### src/rtl/runway_pkg.sv
// rtl/runway_pkg.sv - shared defaults and width helpers for the runway scheduler
// Purpose: default parameter values and the index/count/occupancy width functions
//          used by runway_scheduler and wait_fifo.
// Ports:   none (package).
package runway_pkg;

  localparam int DEF_NUM_RWY    = 2;
  localparam int DEF_OCC_CYCLES = 15;
  localparam int DEF_WAIT_DEPTH = 4;
  localparam int DEF_ID_W       = 4;

  // Width of an index into n items; never below one bit.
  function automatic int idx_w(input int n);
    return (n <= 1) ? 1 : $clog2(n);
  endfunction

  // Width of a count that must reach depth itself (0..depth inclusive).
  function automatic int cnt_w(input int depth);
    return $clog2(depth) + 1;
  endfunction

  // Width of an occupancy counter that loads occ and counts down to 0.
  function automatic int occ_w(input int occ);
    return $clog2(occ + 1);
  endfunction

endpackage

### src/rtl/wait_fifo.sv
// rtl/wait_fifo.sv - synchronous FIFO holding waiting aircraft identifiers
// Purpose: in-order wait queue of aircraft ids.
// Ports:   clk, rst (sync active-high), push/push_data (write tail),
//          pop (drop head), pop_data (current head), full, empty, count.
module wait_fifo
  import runway_pkg::*;
#(
  parameter int DEPTH = DEF_WAIT_DEPTH,
  parameter int ID_W  = DEF_ID_W
) (
  input  logic                      clk,
  input  logic                      rst,
  input  logic                      push,
  input  logic [ID_W-1:0]           push_data,
  input  logic                      pop,
  output logic [ID_W-1:0]           pop_data,
  output logic                      full,
  output logic                      empty,
  output logic [cnt_w(DEPTH)-1:0]   count
);

  localparam int PW = $clog2(DEPTH);
  localparam int CW = cnt_w(DEPTH);

  logic [ID_W-1:0] mem_q [DEPTH];
  logic [ID_W-1:0] mem_d [DEPTH];
  logic [PW-1:0]   wr_ptr_q, wr_ptr_d;
  logic [PW-1:0]   rd_ptr_q, rd_ptr_d;
  logic [CW-1:0]   count_q, count_d;
  logic            do_push, do_pop;

  assign full     = (count_q == CW'(DEPTH));
  assign empty    = (count_q == '0);
  assign count    = count_q;
  assign pop_data = mem_q[rd_ptr_q];

  always_comb begin
    do_push  = push && !full;
    do_pop   = pop && !empty;
    mem_d    = mem_q;
    wr_ptr_d = wr_ptr_q;
    rd_ptr_d = rd_ptr_q;
    if (do_push) begin
      mem_d[wr_ptr_q] = push_data;
      // Depth is a power of two, so pointers wrap naturally.
      wr_ptr_d = wr_ptr_q + PW'(1);
    end
    if (do_pop) begin
      rd_ptr_d = rd_ptr_q + PW'(1);
    end
    count_d = count_q + CW'(do_push) - CW'(do_pop);
  end

  always_ff @(posedge clk) begin
    if (rst) begin
      wr_ptr_q <= '0;
      rd_ptr_q <= '0;
      count_q  <= '0;
    end else begin
      wr_ptr_q <= wr_ptr_d;
      rd_ptr_q <= rd_ptr_d;
      count_q  <= count_d;
    end
    mem_q <= mem_d;
  end

endmodule

### src/rtl/runway_scheduler.sv
// rtl/runway_scheduler.sv - assigns landing requests to free runways
// Purpose: grants each accepted request the lowest open, idle runway, queueing
//          requests that cannot be served at once; tracks runway occupancy.
// Ports:   clk, rst (sync active-high), en (global enable),
//          req_valid/req_id/req_ready (request handshake),
//          rwy_close (per-runway closure), grant_valid/grant_rwy/grant_id
//          (one-cycle grant pulse), rwy_busy (occupancy), wait_flag/wait_count.
module runway_scheduler
  import runway_pkg::*;
#(
  parameter int NUM_RWY    = DEF_NUM_RWY,
  parameter int OCC_CYCLES = DEF_OCC_CYCLES,
  parameter int WAIT_DEPTH = DEF_WAIT_DEPTH,
  parameter int ID_W       = DEF_ID_W
) (
  input  logic                           clk,
  input  logic                           rst,
  input  logic                           en,
  input  logic                           req_valid,
  input  logic [ID_W-1:0]                req_id,
  output logic                           req_ready,
  input  logic [NUM_RWY-1:0]             rwy_close,
  output logic                           grant_valid,
  output logic [idx_w(NUM_RWY)-1:0]      grant_rwy,
  output logic [ID_W-1:0]                grant_id,
  output logic [NUM_RWY-1:0]             rwy_busy,
  output logic                           wait_flag,
  output logic [cnt_w(WAIT_DEPTH)-1:0]   wait_count
);

  localparam int RW = idx_w(NUM_RWY);
  localparam int CW = cnt_w(WAIT_DEPTH);
  localparam int OW = occ_w(OCC_CYCLES);

  logic                grant_valid_q, grant_valid_d;
  logic [RW-1:0]       grant_rwy_q, grant_rwy_d;
  logic [ID_W-1:0]     grant_id_q, grant_id_d;
  logic [NUM_RWY-1:0]  rwy_busy_q, rwy_busy_d;
  logic                wait_flag_q, wait_flag_d;
  logic [OW-1:0]       occ_q [NUM_RWY];
  logic [OW-1:0]       occ_d [NUM_RWY];

  logic                fifo_full, fifo_empty;
  logic [CW-1:0]       fifo_count;
  logic [ID_W-1:0]     head_id;
  logic                push, pop, grant, accept, has_elig;
  logic [NUM_RWY-1:0]  elig;
  logic [RW-1:0]       elig_idx;
  logic [ID_W-1:0]     gid;
  logic [CW-1:0]       count_next;

  wait_fifo #(
    .DEPTH (WAIT_DEPTH),
    .ID_W  (ID_W)
  ) u_wait_fifo (
    .clk       (clk),
    .rst       (rst),
    .push      (push),
    .push_data (req_id),
    .pop       (pop),
    .pop_data  (head_id),
    .full      (fifo_full),
    .empty     (fifo_empty),
    .count     (fifo_count)
  );

  assign req_ready   = en && !fifo_full;
  assign grant_valid = grant_valid_q;
  assign grant_rwy   = grant_rwy_q;
  assign grant_id    = grant_id_q;
  assign rwy_busy    = rwy_busy_q;
  assign wait_flag   = wait_flag_q;
  assign wait_count  = fifo_count;

  always_comb begin
    accept   = req_valid && req_ready;
    // Busy bits are registered, so a runway freed at this edge is only seen next cycle.
    elig     = ~rwy_busy_q & ~rwy_close;
    has_elig = |elig;
    elig_idx = '0;
    for (int i = NUM_RWY - 1; i >= 0; i--) begin
      if (elig[i]) elig_idx = RW'(i);
    end

    push  = 1'b0;
    pop   = 1'b0;
    grant = 1'b0;
    gid   = grant_id_q;
    if (en) begin
      if (!fifo_empty && has_elig) begin
        // Queue head outranks any new arrival, which goes to the tail.
        pop   = 1'b1;
        grant = 1'b1;
        gid   = head_id;
        push  = accept;
      end else if (fifo_empty && accept && has_elig) begin
        grant = 1'b1;
        gid   = req_id;
      end else begin
        push  = accept;
      end
    end

    grant_valid_d = grant;
    grant_rwy_d   = grant ? elig_idx : grant_rwy_q;
    grant_id_d    = grant ? gid : grant_id_q;

    count_next  = fifo_count + CW'(push) - CW'(pop);
    wait_flag_d = (count_next != '0);

    for (int r = 0; r < NUM_RWY; r++) begin
      occ_d[r]      = occ_q[r];
      rwy_busy_d[r] = rwy_busy_q[r];
      if (grant && (elig_idx == RW'(r))) begin
        occ_d[r]      = OW'(OCC_CYCLES);
        rwy_busy_d[r] = 1'b1;
      end else if (en && (occ_q[r] != '0)) begin
        // Closing a busy runway does not touch its countdown.
        occ_d[r] = occ_q[r] - OW'(1);
        if (occ_q[r] == OW'(1)) rwy_busy_d[r] = 1'b0;
      end
    end
  end

  always_ff @(posedge clk) begin
    if (rst) begin
      grant_valid_q <= 1'b0;
      grant_rwy_q   <= '0;
      grant_id_q    <= '0;
      rwy_busy_q    <= '0;
      wait_flag_q   <= 1'b0;
      for (int r = 0; r < NUM_RWY; r++) occ_q[r] <= '0;
    end else begin
      grant_valid_q <= grant_valid_d;
      grant_rwy_q   <= grant_rwy_d;
      grant_id_q    <= grant_id_d;
      rwy_busy_q    <= rwy_busy_d;
      wait_flag_q   <= wait_flag_d;
      for (int r = 0; r < NUM_RWY; r++) occ_q[r] <= occ_d[r];
    end
  end

endmodule

### config.mk
export PLATFORM = sky130hd
export DESIGN_NAME = runway_scheduler
export DESIGN_NICKNAME = d
export VERILOG_FILES = /design/src/rtl/runway_pkg.sv /design/src/rtl/wait_fifo.sv /design/src/rtl/runway_scheduler.sv
export SDC_FILE = /design/constraint.sdc
export NUM_CORES = 1
export LEC_CHECK = 0
export BUFFER_PORTS_ARGS = -buffer_cell sky130_fd_sc_hd__buf_2
export CAP_MARGIN = 30
export CORE_MARGIN = 4
export CORE_UTILIZATION = 38
export CTS_BUF_LIST = sky130_fd_sc_hd__clkbuf_8
export CTS_CLUSTER_SIZE = 24
export DETAILED_ROUTE_END_ITERATION = 10
export PLACE_DENSITY = 0.56
export SYNTH_ARGS = -nofsm -noshare
export SYNTH_HDL_FRONTEND = slang
export SYNTH_SLANG_ARGS = --single-unit
### constraint.sdc
create_clock -name clk -period 3.7 [get_ports clk]
set_clock_uncertainty 0.1 [all_clocks]
set_input_delay 0.555 -clock clk [delete_from_list [all_inputs] [get_ports clk]]
set_output_delay 0.555 -clock clk [all_outputs]
set_load 0.02 [all_outputs]
==> run_results.csv, run 1 <==
group,metric,value,unit
run_status,status,"finished, final reports clean",
synthesis,synth_top_family_by_area,"simple AND/OR/NAND/NOR gates",
routing,postRouteAntennaNets,0,
routing,drc,0,
synthesis,syn-cell-area,1980,um2
synthesis,postSynthAreaPerCell,11.1,um2
synthesis,synth_cell_types,42,
synthesis,syn_nets,203,
global_route,use_met2,0.219,
routing,drt_iter0_markers,106,
synthesis,synth_ff_type,"dfxtp_1",
global_route,grt_pass1_vias,1414,
floorplan,design.die.area,6420,um2
clocking,cts_hold_buf,0,
global_route,antenna_found_initial,0,
sta,finalCritPeriodShare,0.653,
clocking,post_cts_buffers,0,
critical_path,r2r_setup_slack,1.28,ns
cells_and_area,n_antenna_cell,0,
sta,post-route-min-period,2.42,ns
critical_path,end_kind,"flip-flop",
synthesis,synth_seq_area_share,0.486,
routing,wl_per_cell,15.3,um
critical_path,arrival,2.53,ns
synthesis,synth_edf_count,16,
clocking,clkSinkCount,40,
sta,finalSetupViolations,0,
floorplan,core-area,4880,um2
clocking,post_cts_resized,0,
clocking,clock_tree.buffer_depth,2,
pwr,vdd_drop_max,0.000390,V
critical_path,worstSetupPathType,"reg -> reg",
critical_path,crit_family,"adder cells",
global_route,grt_usage,0.141,
sta,rsz0062_at_grt,"false",
sta,maxSlewViolCount,0,
clocking,clock_latency,0.28,ns
clocking,cts_made_buffers,5,
floorplan,start_util,0.405,
worst_hold_path,worstHoldPathType,"in -> reg",
job,drv_cap,0,
synthesis,ys_seq_elements,40,
global_route,met3_usage,0.0415,
critical_path,crit_required,3.82,ns
placement,portBuffers,22,
routing,drt_pre_antenna_iters,4,
critical_path,critPathSlowestCell,"nor3_2",
synthesis,muxShareOfSynthArea,0.0670,
sta,setup_ws,1.28,ns
synthesis,synth_compound_area_frac,0.127,
sta,hold_viol,0,
global_route,grt_max_degree,28,
cells_and_area,layout-drive-gt1-share,0.224,
critical_path,path_max_fanout,10,
synthesis,synth-simple-area-share,0.163,
routing,vias,1447,
critical_path,slowest_delay,0.54,ns
global_route,top_usage_layer,"met2",
global_route,use_met1,0.189,
synthesis,synthesis.instances,179,
critical_path,path_common_cell,"ha_1",
floorplan,die_h,80.2,um
pwr,power_density,662,nW/um2
routing,wirelength,4.11,mm
critical_path,path_buf_inv,1,
sta,worstMarginPinSlew,0.587,ns
sta,final.setup.tns,0,ns
clocking,root_buffer,"clkbuf_8",
pwr,p_leak,0.845,nW
synthesis,async_flop_share,0,
synthesis,yosysWarningCount,0,
sta,slew-limit-headroom,0.606,
placement,dp_slack,1.05,ns
global_route,grt_overflow,0,
cells_and_area,area_delta_synth_final,12.3,%
global_route,grt_pass1_wl,7.00,mm
sta,max_freq,414,MHz
placement,gp_congestion,0.831,
clocking,cts_tree,"built",
critical_path,crit_chain,"nor3_2 -> nor3_1 -> ha_1 -> inv_1 -> ha_1 -> fa_1 -> xor2_1 -> a21oi_1",
floorplan,rows,25,
critical_path,critPathLaunchType,"flip-flop",
cells_and_area,final_nets,224,
clocking,htree_levels,2,
synthesis,synthAdderAreaFrac,0.0961,
routing,viasPerCell,5.40,
synthesis,synth_xor_area_frac,0.0133,
placement,place_hpwl,3.00,mm
clocking,path_clk_slew,0.07,ns
floorplan,fp.dieW,80.2,um
floorplan,pin_count,23,
-- cells in the final DEF (no fill, tap or decap), types with 6 or more instances in the layout --
cell | synthesis | final
dfxtp_1 | 24 | 24
buf_2 | 2 | 22
edfxtp_1 | 16 | 16
inv_1 | 14 | 15
ha_1 | 12 | 12
a31oi_1 | 11 | 11
nor2_1 | 10 | 10
o21ai_0 | 8 | 8
nand3_1 | 6 | 6
a21oi_1 | 6 | 6
-- power by group --
group / switching (mW) / internal [mW]
Sequential: 0.0817 / 0.534
Combinational: 0.331 / 0.247
Clock: 0.147 / 0.129
-- per-stage QoR --
step                std cells  instance area (um2)  utilization  total power [mW]  hold WS, ns
floorplan                 179                 1980            -              1.06        0.382
global placement          260                 2140        0.438              1.17        0.398
detailed placement        260                 2140        0.438              1.21        0.414
CTS                       268                 2220        0.455              1.49        0.390
global route              268                 2220        0.455              1.60        0.384
finish                    268                 2220        0.455              1.47        0.397
-- layer usage --
layer	vias up	wire (um)	share of wire
li1	702	-	-
met2	46	1930	0.47
met4	0	57	0.014
met1	693	1910	0.47
met5	-	0	0
met3	6	209	0.051
-- synthesized netlist by cell type (2+ instances only) --
cell type,instances,area (um2)
mux2_2,2,22.5
nand2_1,5,18.8
dfxtp_1,24,480
nor2b_1,3,18.8
nand4b_1,4,35.0
nor3_1,3,15.0
mux4_2,4,90.1
o31ai_1,3,22.5
clkbuf_1,5,18.8
nor2_1,10,37.5
nor3b_1,3,22.5
nand3_1,6,30.0
nand2b_1,2,12.5
edfxtp_1,16,480
xor2_1,2,17.5
and2_1,4,25.0
a311oi_1,4,35.0
mux2i_1,2,20.0
fa_1,2,40.0
o21ai_0,8,40.0
a31oi_1,11,68.8
inv_1,14,52.6
or3_1,4,25.0
buf_2,2,10.0
a21oi_1,6,30.0
ha_1,12,150
or3b_2,3,26.3
-- cell families (layout without fill, tap and decap cells) --
kind of cell    Yosys count  in the layout
compound gates           38             38
xor+xnor                  3              3
fa+ha+maj                14             14
buf+inv                  23             45
flops                    40             40
mux                       8              8
simple gates             53             53
-- area by class of cell --
cell class / instances / area (um2)
Sequential cell: 40 / 961
Fill cell: 478 / 2660
Clock inverter: 3 / 16.3
Tap cell: 67 / 83.8
Multi-Input combinational cell: 116 / 921
Timing Repair Buffer: 23 / 118
Clock buffer: 5 / 68.8
Inverter: 14 / 52.6
-- final timing paths --
check | to | cells past startpoint | from
worst min-delay path | u_wait_fifo.mem_q[0]$_DFFE_PP_ | 1 | req_id[0]
worst min register to register | occ_q[0][6]$_SDFFE_PP0P_ | 2 | occ_q[0][6]$_SDFFE_PP0P_
worst max register to register | wait_flag$_SDFF_PP0_ | 8 | u_wait_fifo.count[1]$_SDFF_PP0_
worst max-delay path | wait_flag$_SDFF_PP0_ | 8 | u_wait_fifo.count[1]$_SDFF_PP0_
-- worst reg2reg max path: stages, from the launching register on --
cell and delay (ns):
dfxtp_1 0.42, nor3_2 0.54, nor3_1 0.10, ha_1 0.30, inv_1 0.04, ha_1 0.18
fa_1 0.37, xor2_1 0.17, a21oi_1 0.14
-- sequential cells by signal, summed over array words and instances, names as in the netlist --
name / cells
grant_id: 4
grant_rwy: 1
grant_valid: 1
occ_q: 8
rwy_busy: 2
u_wait_fifo.count: 3
u_wait_fifo.mem_q: 16
u_wait_fifo.rd_ptr_q: 2
u_wait_fifo.wr_ptr_q: 2
wait_flag: 1
No activity file was read; power rests on OpenSTA's default activity.
==> run 2: changes to the inputs <==
--- a/config.mk
+++ b/config.mk
@@ -12,7 +12,7 @@
 export CTS_BUF_LIST = sky130_fd_sc_hd__clkbuf_8
 export CTS_CLUSTER_SIZE = 24
 export DETAILED_ROUTE_END_ITERATION = 10
-export PLACE_DENSITY = 0.56
+export PLACE_DENSITY = 0.58
 export SYNTH_ARGS = -nofsm -noshare
 export SYNTH_HDL_FRONTEND = slang
 export SYNTH_SLANG_ARGS = --single-unit
==> constraint.sdc (replaced) <==
create_clock -name clk -period 2 [get_ports clk]
set_clock_uncertainty 0.1 [all_clocks]
set_input_delay 0.3 -clock clk [delete_from_list [all_inputs] [get_ports clk]]
set_output_delay 0.3 -clock clk [all_outputs]
set_load 0.02 [all_outputs]
==> run_results.csv, run 2 (synthesis gave the netlist of run 1 again) <==
group,metric,value,unit
routing,vias,1527,
clocking,cts_tree,"built",
critical_path,path_max_fanout,3,
sta,max_freq,498,MHz
sta,rsz0062_at_grt,"true",
global_route,grt_overflow,0,
routing,drt_iter0_markers,148,
pwr,finalPower,3.09,mW
routing,drt_pre_antenna_iters,4,
global_route,grt_usage,0.143,
critical_path,arrival,2.07,ns
sta,setup_ws,-0.00650,ns
job,drv_cap,0,
clocking,post_cts_buffers,0,
pwr,vdd_drop_max,0.000658,V
global_route,grt_pass1_vias,1516,
run_status,status,"finished with violations",
floorplan,start_util,0.405,
critical_path,end_kind,"flip-flop",
sta,hold_viol,0,
floorplan,rows,25,
sta,worstMarginPinSlew,0.514,ns
run_status,violations,"negative setup slack",
floorplan,design.die.area,6420,um2
clocking,htree_levels,2,
sta,whs,0.142,ns
routing,postRouteAntennaNets,0,
cells_and_area,regArea,972,um2
placement,portBuffers,22,
cells_and_area,final_nets,239,
cells_and_area,layout_commonest_cell,"buf_2",
cells_and_area,largest-register,"u_wait_fifo.mem_q",
clocking,clock_latency,0.29,ns
sta,finalSetupViolations,1,
cells_and_area,n_antenna_cell,0,
cells_and_area,multiInputGateArea,952,um2
clocking,clock_tree.buffer_depth,2,
clocking,root_buffer,"clkbuf_8",
global_route,grt_pass1_wl,7.05,mm
clocking,cts_made_buffers,5,
cells_and_area,area_delta_synth_final,21.9,%
critical_path,worstSetupPathType,"reg -> reg",
clocking,cts_hold_buf,0,
pwr,p_leak,0.939,nW
cells_and_area,layout-drive-gt1-share,0.338,
floorplan,die_h,80.2,um
sta,maxSlewViolCount,0,
sta,post-route-min-period,2.01,ns
routing,wl_per_cell,15.0,um
cells_and_area,layout.cells.non_filler,283,
sta,finalCritPeriodShare,1.00,
placement,dp_slack,-0.172,ns
cells_and_area,final_cell_mix,"buf_2, dfxtp_1, buf_4, edfxtp_1, inv_1",
pwr,power_density,1280,nW/um2
critical_path,crit_required,2.06,ns
routing,viasPerCell,5.40,
floorplan,fp.dieW,80.2,um
routing,wirelength,4.24,mm
placement,gp_congestion,0.777,
cells_and_area,n_fill_cell,457,
global_route,grt_max_degree,28,
clocking,path_clk_slew,0.08,ns
placement,place_hpwl,3.14,mm
floorplan,pin_count,23,
floorplan,core-area,4880,um2
worst_hold_path,worstHoldPathType,"in -> reg",
sta,slew-limit-headroom,0.657,
cells_and_area,largest_reg_flops,16,
critical_path,critPathLaunchType,"flip-flop",
routing,drc,0,
placement,numPlacedInstances,275,
global_route,antenna_found_initial,0,
clocking,clkSinkCount,40,
==> run 2: worst max-delay path, stage by stage, from the launching register on <==
cell and delay [ns]:
dfxtp_2 0.32, o22a_1 0.26, nor3_2 0.13, ha_1 0.24, inv_1 0.06, ha_2 0.17
fa_2 0.43, nor2_2 0.09, a21oi_1 0.06
==> run 2: worst paths after layout <==
| check | slack, ns | cells past startpoint | start | end |
|---|---|---|---|---|
| max reg2reg | -0.007 | 8 | rwy_busy[0]$_SDFFE_PP0P_ | wait_flag$_SDFF_PP0_ |
| min | 0.14 | 1 | req_id[2] | u_wait_fifo.mem_q[14]$_DFFE_PP_ |
| min reg2reg | 0.41 | 2 | occ_q[0][1]$_SDFFE_PP0P_ | occ_q[0][1]$_SDFFE_PP0P_ |
| max | -0.007 | 8 | rwy_busy[0]$_SDFFE_PP0P_ | wait_flag$_SDFF_PP0_ |
==> run 2: stage by stage <==
| stage | area (um2) | util | setup TNS [ns] |
|---|---|---|---|
| 2_1_floorplan | 2010 | - | -0.125 |
| 3_3_place_gp | 2270 | 0.465 | -0.289 |
| 3_5_place_dp | 2270 | 0.465 | -0.449 |
| 4_1_cts | 2410 | 0.494 | -0.0227 |
| 5_1_grt | 2410 | 0.494 | -0.290 |
| 6_report | 2410 | 0.494 | -0.00650 |
==> run 2: cell type report <==
type / count / area share
Sequential cell: 40 / 0.403
Multi-Input combinational cell: 116 / 0.395
Timing Repair Buffer: 38 / 0.0954
Tap cell: 67 / 0.0348
Clock buffer: 6 / 0.0342
Inverter: 14 / 0.0218
Clock inverter: 2 / 0.0161
==> run 2: timing repair <==
item                                   in CTS  in global routing
pin swaps                                   7                  2
endpoints found under the hold margin       0                  0
gates cloned                                0                  0
gates resized for setup                     6                  1
setup endpoints to repair                   3                  3
==> run 2: where the power goes <==
part / leakage [nW] / internal (mW) / switching, mW
clock: 0.0614 / 0.408 / 0.278
combinational: 0.533 / 0.580 / 0.679
sequential: 0.344 / 1.00 / 0.141
total: 0.939 / 1.99 / 1.10
==> run 2: routing by layer <==
| metal | track usage | vias to the layer above | part of all wire | routed length [um] |
|---|---|---|---|---|
| li1 | - | 732 | - | - |
| met1 | 0.189 | 741 | 0.45 | 1910 |
| met2 | 0.223 | 49 | 0.47 | 1970 |
| met3 | 0.0426 | 5 | 0.068 | 289 |
| met4 | 0.0456 | 0 | 0.015 | 63 |
| met5 | 0 | - | 0 | 0 |
==> run 3: changes to the inputs <==
--- a/config.mk
+++ b/config.mk
@@ -13,6 +13,7 @@
 export CTS_CLUSTER_SIZE = 24
 export DETAILED_ROUTE_END_ITERATION = 10
 export PLACE_DENSITY = 0.58
+export SKIP_CTS_REPAIR_TIMING = 1
 export SYNTH_ARGS = -nofsm -noshare
 export SYNTH_HDL_FRONTEND = slang
 export SYNTH_SLANG_ARGS = --single-unit
==> run_results.csv, run 3 (synthesis gave the netlist of run 1 again) <==
group,metric,value,unit
run_status,status,"finished with violations",
run_status,violations,"negative setup slack",
sta,finalCritPeriodShare,1.02,
critical_path,path_buf_inv,2,
floorplan,die_h,80.2,um
global_route,grt_usage,0.142,
placement,place_area,2270,um2
routing,drt_iter0_markers,148,
sta,rsz0062_at_grt,"true",
global_route,grt_pass1_wl,7.02,mm
routing,postRouteAntennaNets,0,
placement,gp_congestion,0.777,
cells_and_area,final_cell_mix,"buf_2, dfxtp_1, buf_4, edfxtp_1, inv_1",
placement,portBuffers,22,
worst_hold_path,worstHoldPathType,"in -> reg",
cells_and_area,area_delta_synth_final,22.0,%
clocking,path_clk_slew,0.08,ns
cells_and_area,layout.cells.non_filler,283,
placement,place_hpwl,3.14,mm
cells_and_area,layout_commonest_cell,"buf_2",
pwr,power_density,1270,nW/um2
critical_path,worstSetupPathType,"reg -> reg",
clocking,clkSinkCount,40,
critical_path,path_max_fanout,4,
critical_path,slowest_delay,0.42,ns
routing,vias,1514,
sta,post-route-min-period,2.03,ns
clocking,htree_levels,2,
floorplan,fp.dieW,80.2,um
placement,numPlacedInstances,275,
sta,setup_ws,-0.0316,ns
routing,wirelength,4.23,mm
routing,viasPerCell,5.35,
global_route,grt_overflow,0,
clocking,clock_latency,0.29,ns
critical_path,path_common_cell,"buf_4",
cells_and_area,final_nets,239,
sta,maxSlewViolCount,0,
job,drv_cap,0,
floorplan,pin_count,23,
clocking,cts_made_buffers,5,
routing,drt_pre_antenna_iters,4,
critical_path,crit_required,2.06,ns
critical_path,crit_chain,"buf_4 -> o22ai_1 -> buf_4 -> a211oi_1 -> ha_2 -> fa_2 -> nor2_1 -> a21oi_1",
critical_path,end_kind,"flip-flop",
sta,hold_viol,0,
clocking,cts_tree,"built",
cells_and_area,largest-register,"u_wait_fifo.mem_q",
global_route,grt_max_degree,28,
pwr,p_leak,0.938,nW
sta,worstMarginPinSlew,0.511,ns
sta,slew-limit-headroom,0.659,
sta,whs,0.144,ns
global_route,grt_pass1_vias,1510,
cells_and_area,final_area,2410,um2
cells_and_area,largest_reg_flops,16,
sta,final.setup.tns,-0.0424,ns
clocking,clock_tree.buffer_depth,2,
floorplan,design.die.area,6420,um2
critical_path,critPathSlowestCell,"fa_2",
pwr,vdd_drop_max,0.000593,V
cells_and_area,n_fill_cell,456,
routing,wl_per_cell,15.0,um
critical_path,critPathLaunchType,"flip-flop",
critical_path,arrival,2.09,ns
cells_and_area,n_antenna_cell,0,
floorplan,start_util,0.405,
routing,drc,0,
sta,finalSetupViolations,2,
floorplan,core-area,4880,um2
cells_and_area,layout-drive-gt1-share,0.333,
critical_path,crit_family,"adder cells",
global_route,antenna_found_initial,0,
clocking,root_buffer,"clkbuf_8",
floorplan,rows,25,
sta,max_freq,492,MHz
-- run 3: path summary, 6_finish.rpt --
check	endpoint	start	depth (start not counted)	slack, ns
setup / recovery	wait_flag$_SDFF_PP0_	rwy_busy[0]$_SDFFE_PP0P_	8	-0.03
hold / removal	u_wait_fifo.mem_q[14]$_DFFE_PP_	req_id[2]	1	0.14
setup reg to reg	wait_flag$_SDFF_PP0_	rwy_busy[0]$_SDFFE_PP0P_	8	-0.03
hold reg to reg	occ_q[0][1]$_SDFFE_PP0P_	occ_q[0][1]$_SDFFE_PP0P_	2	0.42
-- run 3: where the power goes --
| group | total, mW | switching (mW) | internal (mW) | leakage (nW) |
|---|---|---|---|---|
| registers | 1.14 | 0.142 | 1.00 | 0.344 |
| logic | 1.24 | 0.666 | 0.569 | 0.532 |
| clock network | 0.687 | 0.279 | 0.408 | 0.0614 |
-- run 3: stage by stage --
| stage | worst slack [ns] | utilization | total power [mW] |
|---|---|---|---|
| after floorplan | -0.0738 | - | 2.00 |
| after global placement | -0.127 | 0.465 | 2.31 |
| after detailed placement | -0.172 | 0.465 | 2.37 |
| after CTS | -0.0690 | 0.490 | 3.07 |
| after global routing | -0.121 | 0.495 | 3.31 |
| final | -0.0316 | 0.495 | 3.07 |
-- run 3: area by class of cell --
type	count	area, um2	share of cell area
repair buffers	38	230	0.0954
inverters	14	52.6	0.0218
well taps	67	83.8	0.0347
clock buffers	6	82.6	0.0342
clock inverters	2	38.8	0.0161
multi-input cells	116	953	0.395
flip-flops and latches	40	972	0.403
-- run 3: metal layers --
layer,GRT usage,part of all wire,up-vias,routed length (um)
met3,0.0426,0.056,5,239
met1,0.187,0.46,744,1950
met2,0.223,0.47,35,1980
met4,0.0456,0.015,0,63
met5,0,0,-,0
li1,-,-,730,-
